[src/rtl/vga_timing_pkg.sv]
// Shared VGA timing constants, phase encoding and helper for the Pong raster controller.
package vga_timing_pkg;

    localparam int unsigned DEF_CLK_DIV  = 4;
    localparam int unsigned DEF_H_ACTIVE = 640;
    localparam int unsigned DEF_H_FP     = 16;
    localparam int unsigned DEF_H_SYNC   = 96;
    localparam int unsigned DEF_H_BP     = 48;
    localparam int unsigned DEF_V_ACTIVE = 480;
    localparam int unsigned DEF_V_FP     = 10;
    localparam int unsigned DEF_V_SYNC   = 2;
    localparam int unsigned DEF_V_BP     = 33;
    localparam bit          DEF_SYNC_POL = 1'b0;

    localparam int unsigned MAX_TOTAL = 1024;

    typedef enum logic [1:0] {
        ACTIVE = 2'd0,
        FRONT  = 2'd1,
        SYNC   = 2'd2,
        BACK   = 2'd3
    } phase_t;

    function automatic int unsigned axis_total(input int unsigned active, input int unsigned fp,
                                               input int unsigned sync, input int unsigned bp);
        return active + fp + sync + bp;
    endfunction

    function automatic int unsigned h_total(input int unsigned active, input int unsigned fp,
                                            input int unsigned sync, input int unsigned bp);
        return axis_total(active, fp, sync, bp);
    endfunction

    function automatic int unsigned v_total(input int unsigned active, input int unsigned fp,
                                            input int unsigned sync, input int unsigned bp);
        return axis_total(active, fp, sync, bp);
    endfunction

endpackage

[src/rtl/vga_axis_fsm.sv]
// One raster axis: position counter plus ACTIVE/FRONT/SYNC/BACK phase FSM, stepped by advance.
module vga_axis_fsm #(
    parameter int unsigned ACTIVE = 640,
    parameter int unsigned FP     = 16,
    parameter int unsigned SYNC   = 96,
    parameter int unsigned BP     = 48
) (
    input  logic                    clk,
    input  logic                    reset,
    input  logic                    advance,
    output logic [9:0]              count,
    output logic                    wrap,
    output vga_timing_pkg::phase_t  state_next
);

    localparam int unsigned TOTAL   = vga_timing_pkg::axis_total(ACTIVE, FP, SYNC, BP);
    localparam logic [9:0]  LAST    = 10'(TOTAL - 1);
    localparam logic [9:0]  AT_FRONT = 10'(ACTIVE);
    localparam logic [9:0]  AT_SYNC  = 10'(ACTIVE + FP);
    localparam logic [9:0]  AT_BACK  = 10'(ACTIVE + FP + SYNC);

    vga_timing_pkg::phase_t state;
    logic [9:0]             count_next;

    assign wrap = advance && (count == LAST);

    always_comb begin
        count_next = count;
        state_next = state;
        if (advance) begin
            count_next = wrap ? '0 : count + 10'd1;
        end
        case (state)
            vga_timing_pkg::ACTIVE: if (advance && count_next == AT_FRONT) state_next = vga_timing_pkg::FRONT;
            vga_timing_pkg::FRONT:  if (advance && count_next == AT_SYNC)  state_next = vga_timing_pkg::SYNC;
            vga_timing_pkg::SYNC:   if (advance && count_next == AT_BACK)  state_next = vga_timing_pkg::BACK;
            vga_timing_pkg::BACK:   if (advance && count_next == '0)       state_next = vga_timing_pkg::ACTIVE;
            default:                state_next = vga_timing_pkg::BACK;
        endcase
    end

    always_ff @(posedge clk or posedge reset) begin
        if (reset) begin
            count <= LAST;
            state <= vga_timing_pkg::BACK;
        end else begin
            count <= count_next;
            state <= state_next;
        end
    end

endmodule

[src/rtl/vga_timing_controller.sv]
// VGA raster timing: pixel-enable divider driving horizontal and vertical phase sequencers.
module vga_timing_controller
    import vga_timing_pkg::*;
#(
    parameter int unsigned CLK_DIV  = DEF_CLK_DIV,
    parameter int unsigned H_ACTIVE = DEF_H_ACTIVE,
    parameter int unsigned H_FP     = DEF_H_FP,
    parameter int unsigned H_SYNC   = DEF_H_SYNC,
    parameter int unsigned H_BP     = DEF_H_BP,
    parameter int unsigned V_ACTIVE = DEF_V_ACTIVE,
    parameter int unsigned V_FP     = DEF_V_FP,
    parameter int unsigned V_SYNC   = DEF_V_SYNC,
    parameter int unsigned V_BP     = DEF_V_BP,
    parameter bit          SYNC_POL = DEF_SYNC_POL
) (
    input  logic       clk,
    input  logic       reset,
    input  logic       enable,
    output logic       pix_en,
    output logic [9:0] h_count,
    output logic [9:0] v_count,
    output logic       hs,
    output logic       vs,
    output logic       video_on,
    output logic       line_end,
    output logic       frame_start
);

    localparam int unsigned H_TOTAL = h_total(H_ACTIVE, H_FP, H_SYNC, H_BP);
    localparam int unsigned V_TOTAL = v_total(V_ACTIVE, V_FP, V_SYNC, V_BP);
    localparam logic [3:0]  DIV_LAST = 4'(CLK_DIV - 1);

    if (H_TOTAL > MAX_TOTAL || V_TOTAL > MAX_TOTAL) begin : g_bad_total
        $error("vga_timing_controller: H_TOTAL/V_TOTAL must not exceed 1024");
    end
    if (CLK_DIV < 1 || CLK_DIV > 16) begin : g_bad_div
        $error("vga_timing_controller: CLK_DIV must be in 1..16");
    end

    logic [3:0] divider;
    logic       div_wrap;
    logic       h_wrap;
    logic       v_wrap;
    phase_t     h_state_next;
    phase_t     v_state_next;

    assign div_wrap = enable && (divider == DIV_LAST);

    vga_axis_fsm #(
        .ACTIVE (H_ACTIVE),
        .FP     (H_FP),
        .SYNC   (H_SYNC),
        .BP     (H_BP)
    ) u_h_axis (
        .clk        (clk),
        .reset      (reset),
        .advance    (div_wrap),
        .count      (h_count),
        .wrap       (h_wrap),
        .state_next (h_state_next)
    );

    vga_axis_fsm #(
        .ACTIVE (V_ACTIVE),
        .FP     (V_FP),
        .SYNC   (V_SYNC),
        .BP     (V_BP)
    ) u_v_axis (
        .clk        (clk),
        .reset      (reset),
        .advance    (h_wrap),
        .count      (v_count),
        .wrap       (v_wrap),
        .state_next (v_state_next)
    );

    // Syncs and video_on decode the axes' next phase so they land on the same edge as the counters.
    always_ff @(posedge clk or posedge reset) begin
        if (reset) begin
            divider     <= '0;
            pix_en      <= 1'b0;
            line_end    <= 1'b0;
            frame_start <= 1'b0;
            hs          <= ~SYNC_POL;
            vs          <= ~SYNC_POL;
            video_on    <= 1'b0;
        end else if (enable) begin
            divider     <= div_wrap ? '0 : divider + 4'd1;
            pix_en      <= div_wrap;
            line_end    <= h_wrap;
            frame_start <= v_wrap;
            hs          <= (h_state_next == SYNC) ? SYNC_POL : ~SYNC_POL;
            vs          <= (v_state_next == SYNC) ? SYNC_POL : ~SYNC_POL;
            video_on    <= (h_state_next == ACTIVE) && (v_state_next == ACTIVE);
        end else begin
            pix_en      <= 1'b0;
            line_end    <= 1'b0;
            frame_start <= 1'b0;
        end
    end

endmodule

[config.mk]
export PLATFORM = sky130hd
export DESIGN_NAME = vga_timing_controller
export DESIGN_NICKNAME = d
export VERILOG_FILES = /design/src/rtl/vga_timing_pkg.sv /design/src/rtl/vga_axis_fsm.sv /design/src/rtl/vga_timing_controller.sv
export SDC_FILE = /design/constraint.sdc
export NUM_CORES = 1
export LEC_CHECK = 0
export CORE_MARGIN = 1.5
export CORE_UTILIZATION = 50
export CTS_CLUSTER_SIZE = 10
export DETAILED_ROUTE_END_ITERATION = 7
export MAX_ROUTING_LAYER = met4
export PLACE_DENSITY = 0.84
export SETUP_SLACK_MARGIN = 0.15
export SLEW_MARGIN = 20
export SYNTH_ARGS = -nofsm -noshare
export SYNTH_HDL_FRONTEND = slang
export SYNTH_SLANG_ARGS = --single-unit
[constraint.sdc]
create_clock -name clk -period 4.4 [get_ports clk]
set_input_delay 0.88 -clock clk [delete_from_list [all_inputs] [get_ports clk]]
set_output_delay 0.88 -clock clk [all_outputs]
set_load 0.1 [all_outputs]
==> flow_summary.yaml, run 1 <==
run_status:
  run_status: "complete, no violations"
cts:
  cts_resized: 0
  cts_buffers: 5
  cts_htree_levels: 2
  cts_root_buffer: "clkbuf_8"
  clk_path_buf_depth: 2
  clock_latency_ns: 0.29
  post-cts-setup-buffers: 0
  path_clk_slew_ns: 0.07
  cts_hold_buf: 0
  clock_sinks: 34
  cts_tree: "built"
worst_setup_path:
  max_stage_delay_ns: 0.67
  path_cells: "clkdlybuf4s50_1 > nand4bb_1 > or4_4 > or4_4 > and2_4 > and4bb_1 > a21oi_2 > a221o_1 > o32ai_2"
  cp.arrival_ns: 3.97
  worstPathBufferInverterCount: 1
  required_ns: 4.60
  cp_common_cell: "or4_4"
  cp_slowest_cell: "or4_4"
  critical_path_class: "input pin to flip-flop"
  end_kind: "flip-flop"
  cpLargestDelayFamily: "simple AND/OR/NAND/NOR gates"
  crit_fanout: 19
  cp-start-kind: "input pin"
logic_synthesis:
  synth_cell_type_count: 57
  ys_seq_area_share_pct: 42.21
  ys_ff_latch: 34
  yosys.area.top_type_share_pct: 21.83
  synthTopCellsByArea: "dfrtp_1 22%, dfstp_2 20%, nand2_1 4.9%"
  syn_inst: 226
  yosys.area.top_type: "dfrtp_1"
  async_flop_share_pct: 100.0
  yosysWarnings: 0
  ys.flop_type: "dfrtp_1"
  avgSynthCellArea_um2: 9.129
  syn-num-nets: 233
  syn_area_um2: 2063
  synth_edf_count: 0
floorplan:
  dieArea_um2: 4521
  die_height_um: 67.24
  die_x_um: 67.24
  num_rows: 23
  start_util_pct: 51.95
  pin_count: 29
  coreArea_um2: 3971
min_path:
  hold_path.class: "flip-flop to flip-flop"
grt:
  grt_pass1_vias: 1707
  grt-ovfl-total: 0
  track_usage_pct: 23.75
  grt_max_degree: 35
  antenna_found_initial: 0
  grt_first_pass_wirelength_um: 7790
final_layout:
  drive_gt1_share_pct: 14.90
  nets: 261
  design_area_um2: 2482
  mostFrequentLayoutCells: "28 x clkdlybuf4s50_1, 27 x nand2_1, 18 x dfrtp_1"
  n_antenna_cell: 0
  final_common_cell: "clkdlybuf4s50_1"
  syn2layout_area_growth_pct: 20.32
timing:
  finalMaxSlewViolations: 0
  setup-violations-final: 0
  fin_skew_ns: 0.008425
  period_minus_slack_ns: 3.771
  relSlewSlack_pct: 34.57
  fin_crit_sh_pct: 85.71
  setup_slack_ns: 0.6289
  worstMarginPinSlew_ns: 0.9784
  fmax_mhz: 265.2
  tns_ns: 0
  hold_viol: 0
  grt_setup_unrepaired: "no"
detailed_routing:
  wire_per_inst_um: 15.25
  vias_per_cell: 5.980
  drt_iter0_drc: 195
  firstDrtPassIters: 4
  vias: 1824
  drc_errors: 0
  totalWireLength_um: 4652
  ant_nets: 0
power:
  ir_drop_uv: 303.1
  power-per-cell-area_nw_per_um2: 346.1
  power.leakage_nw: 0.9766
place:
  dp_hpwl_um: 3306
  dpl_cell_area_um2: 2391
  dp_worst_setup_slack_ns: 0.3289
  io_buffers: 28
  gp_congestion: 0.8753
job:
  maxCapViolations: 0
[routing by layer]
metal  part of all wire [%]  GRT usage (%)  vias to the layer above  wire length (um)
met5                      0              -                        -                 0
met3                    5.5          6.000                        4               258
met4                   0.86          7.398                        0                40
met1                     47          31.03                      858              2193
li1                       -              -                      900                 -
met2                     46          36.39                       62              2159
[final cells by class]
cell class | count | area, um2
inverters | 16 | 60.06
clock inverters | 1 | 5.005
fillers | 339 | 1489
multi-input cells | 164 | 1080
clock buffers | 7 | 86.33
flip-flops and latches | 34 | 870.8
repair buffers | 33 | 317.8
well taps | 50 | 62.56
[logic make-up after synthesis]
family          Yosys count  synth area share (%)
fa+ha+maj                 4                 2.426
mux                       3                 1.516
flops                    34                 42.21
compound gates           52                 17.59
buf+inv                  28                 5.457
simple gates             94                 26.14
xor+xnor                 11                 4.669
[final timing paths]
kind                                              from                          end  slack (ns)  cells after the start
setup / recovery                                enable         video_on$_DFFE_PP0P_        0.63                      9
hold / removal                          hs$_DFFE_PP1P_               hs$_DFFE_PP1P_        0.50                      2
setup reg to reg           u_h_axis.count[0]$_DFF_PP1_         video_on$_DFFE_PP0P_        0.76                      9
hold reg to reg                         hs$_DFFE_PP1P_               hs$_DFFE_PP1P_        0.50                      2
max in group asynchronous                        reset  u_v_axis.count[9]$_DFF_PP1_        3.08                      3
min in group asynchronous                        reset  u_h_axis.count[6]$_DFF_PP0_        0.98                      3
[registers in the layout, indices dropped and copies added (netlist names)]
name	cells
u_h_axis.count	10
u_v_axis.count	10
divider	4
u_h_axis.state	2
u_v_axis.state	2
frame_start	1
hs	1
line_end	1
pix_en	1
video_on	1
vs	1
[metrics by stage]
stage / power (mW) / util, % / instances / hold WS (ns)
finish: 0.8592 / 62.51 / 305 / 0.5041
global placement: 0.6212 / 60.21 / 297 / 0.4806
global route: 0.9018 / 62.51 / 305 / 0.5305
detailed placement: 0.6273 / 60.21 / 297 / 0.4853
floorplan: 0.5715 / - / 226 / 0.4603
CTS: 0.8647 / 62.51 / 305 / 0.5081
[worst reg2reg max path, cell delays in order, from the launching register on]
cell      delay, ns
dfstp_2        0.59
ha_1           0.27
nand4_1        0.28
or4_4          0.62
or4_4          0.56
and2_4         0.18
and4bb_1       0.31
a21oi_2        0.09
a221o_1        0.39
o32ai_2        0.25
[power breakdown]
part           internal (mW)  switching, mW  total, mW
Sequential             0.347         0.0311      0.379
Combinational         0.0642          0.177      0.242
Clock                  0.126          0.113      0.239
Total                  0.538          0.321      0.859
[cell usage after synthesis, types with 2 or more instances]
library cell	instances
nor4bb_1	2
or3_1	2
nand4_1	12
dfstp_2	16
o21ai_0	17
ha_1	4
a31oi_1	3
nor2b_1	2
nor2_1	8
or4_1	4
dfrtp_1	18
nand2_1	27
o31ai_1	5
and3_1	4
a21oi_1	7
mux2i_1	2
nor3_1	5
nand3_1	9
xor2_1	4
xnor2_1	7
inv_1	15
or4_4	2
clkbuf_1	10
nor4_1	8
No activity file was read; power rests on OpenSTA's default activity.
==> inputs of run 2 (changes only) <==
CELL_PAD_IN_SITES_DETAIL_PLACEMENT = 0   (was not set)
CELL_PAD_IN_SITES_GLOBAL_PLACEMENT = 2   (was not set)
CORE_UTILIZATION = 33   (was 50)
PLACE_DENSITY = 0.88   (was 0.84)
==> run 2 against run 1 <==
Effect of this change: flip-flop and latch count stayed put; sequential share of layout area is 1.5 points lower; sequential power is essentially flat; count of clock-buffer cells in the layout down 2; total power increased by 14%; final cell count is 9.5% higher; global-route usage shrank 6.1 points; fmax fell by 1.5%; wire length up 14%; critical path depth up 1; clock skew shrank 0.0020 ns; critical path type unchanged; critical endpoint unchanged.
==> flow_summary.yaml, run 2 (synthesis gave the netlist of run 1 again) <==
run_status:
  run_status: "complete, no violations"
final_layout:
  drive_gt1_share_pct: 16.60
  top_regs: "u_h_axis.count (10), u_v_axis.count (10), divider (4)"
  syn2layout_area_growth_pct: 25.53
  mostFrequentLayoutCells: "28 x clkdlybuf4s50_1, 27 x nand2_1, 18 x dfrtp_1"
  nets: 265
  n_antenna_cell: 0
  stdcell_count: 334
  final_common_cell: "clkdlybuf4s50_1"
power:
  power.total_mw: 0.9780
  combPwrFrac_pct: 24.9
  power-per-cell-area_nw_per_um2: 377.6
  power.leakage_nw: 1.015
  pwr-share-seq_pct: 38.9
  ir_drop_uv: 368.2
  intPower_mw: 0.6395
  clkPwrFrac_pct: 36.2
  p_sw_share_pct: 34.61
  power.switching_mw: 0.3385
worst_setup_path:
  critical_path_depth: 10
  crit_fanout: 17
  path_cells: "clkdlybuf4s50_1 > nand4bb_1 > or4_4 > buf_4 > or4_4 > and2_4 > and4bb_1 > a21oi_2 > a221o_1 > o32ai_2"
  crit_start: "enable"
  worst_r2r_endpoint: "video_on$_DFFE_PP0P_"
  max_stage_delay_ns: 0.55
  r2r_start: "u_h_axis.count[9]$_DFF_PP1_"
  required_ns: 4.60
  cp-start-kind: "input pin"
  worstPathBufferInverterCount: 2
  cp_slowest_cell: "or4_4"
  cpLargestDelayFamily: "simple AND/OR/NAND/NOR gates"
  crit_end: "video_on$_DFFE_PP0P_"
  critical_path_class: "input pin to flip-flop"
  r2r_slack_ns: 0.74
  rr_worst_depth: 9
  end_kind: "flip-flop"
  cp_common_cell: "or4_4"
  cp.arrival_ns: 4.03
job:
  maxCapViolations: 0
cts:
  path_clk_slew_ns: 0.08
  clock_sinks: 34
  cts_root_buffer: "clkbuf_8"
  cts_htree_levels: 2
  cts_buffers: 5
  cts_tree: "built"
  cts_hold_buf: 0
  clock_latency_ns: 0.30
  cts_resized: 0
  post-cts-setup-buffers: 0
  clk_path_buf_depth: 2
detailed_routing:
  drc_errors: 0
  vias_per_cell: 5.452
  ant_nets: 0
  totalWireLength_um: 5287
  vias: 1821
  drt_iter0_drc: 139
  wire_per_inst_um: 15.83
  firstDrtPassIters: 4
grt:
  use_met1_pct: 24.78
  track_usage_pct: 17.63
  top_usage_layer: "met2"
  met3_usage_pct: 3.333
  grt_util_met2_pct: 25.41
  grt_pass1_vias: 1697
  grt_max_degree: 20
  grt-ovfl-total: 0
  antenna_found_initial: 0
  grt_first_pass_wirelength_um: 8576
place:
  dpl.cell_count: 326
  gp_congestion: 0.7961
  io_buffers: 28
  dp_hpwl_um: 3845
timing:
  finalMaxSlewViolations: 0
  setup-violations-final: 0
  worstMarginPinSlew_ns: 0.9835
  fmax_mhz: 261.2
  grt_setup_unrepaired: "no"
  fin_skew_ns: 0.006392
  hold_viol: 0
  tns_ns: 0
  relSlewSlack_pct: 34.23
  fin_crit_sh_pct: 87.01
  period_minus_slack_ns: 3.828
floorplan:
  die_x_um: 82.07
  dieArea_um2: 6735
  die_height_um: 82.07
  pin_count: 29
  coreArea_um2: 5991
  num_rows: 28
  start_util_pct: 34.44
min_path:
  hold_depth: 2
  hold_path.class: "flip-flop to flip-flop"
run 2: how the worst min path moves through the flow:
| stage | startpoint | endpoint | slack [ns] |
|---|---|---|---|
| 2_1_floorplan | divider[3]$_DFFE_PP0P_ | divider[3]$_DFFE_PP0P_ | 0.46 |
| 3_3_place_gp | divider[3]$_DFFE_PP0P_ | divider[3]$_DFFE_PP0P_ | 0.48 |
| 3_5_place_dp | divider[3]$_DFFE_PP0P_ | divider[3]$_DFFE_PP0P_ | 0.48 |
| 4_1_cts | hs$_DFFE_PP1P_ | hs$_DFFE_PP1P_ | 0.49 |
| 5_1_grt | hs$_DFFE_PP1P_ | hs$_DFFE_PP1P_ | 0.52 |
| 6_report | hs$_DFFE_PP1P_ | hs$_DFFE_PP1P_ | 0.49 |
run 2: per-layer routing:
metal  share of wire [%]  up-vias  wire (um)
met2                  45       36       2360
met5                   0        -          0
met3                 3.3        5        174
met4                 1.2        0         62
met1                  51      871       2688
li1                    -      909          -
run 2: tightest hold or removal path, stage by stage, from the launching register on:
cell and delay [ns]:
dfstp_2 0.37, nor2_1 0.07, a31oi_1 0.05
run 2: final cells by class:
class | count | area, um2
Tap cell | 75 | 93.84
Fill cell | 594 | 3401
Inverter | 16 | 60.06
Clock buffer | 5 | 68.82
Clock inverter | 3 | 68.82
Sequential cell | 34 | 870.8
Timing Repair Buffer | 37 | 347.8
Multi-Input combinational cell | 164 | 1080
run 2: stage by stage:
stage	worst slack (ns)	hold slack, ns	cell area [um2]	utilization, %
after global routing	0.4405	0.5203	2590	43.23
after detailed placement	0.2592	0.4826	2452	40.94
final	0.5718	0.4931	2590	43.23
after floorplan	0.5735	0.4603	2063	-
after global placement	0.3157	0.4761	2452	40.94
after CTS	0.5742	0.4934	2590	43.23
run 2: power groups by stage:
stage | Combinational, mW | Sequential [mW] | Clock (mW)
after floorplan | 0.0798 | 0.492 | 0
after global placement | 0.243 | 0.386 | 0
after detailed placement | 0.244 | 0.388 | 0
after CTS | 0.245 | 0.381 | 0.362
after global routing | 0.263 | 0.386 | 0.374
final | 0.243 | 0.380 | 0.354
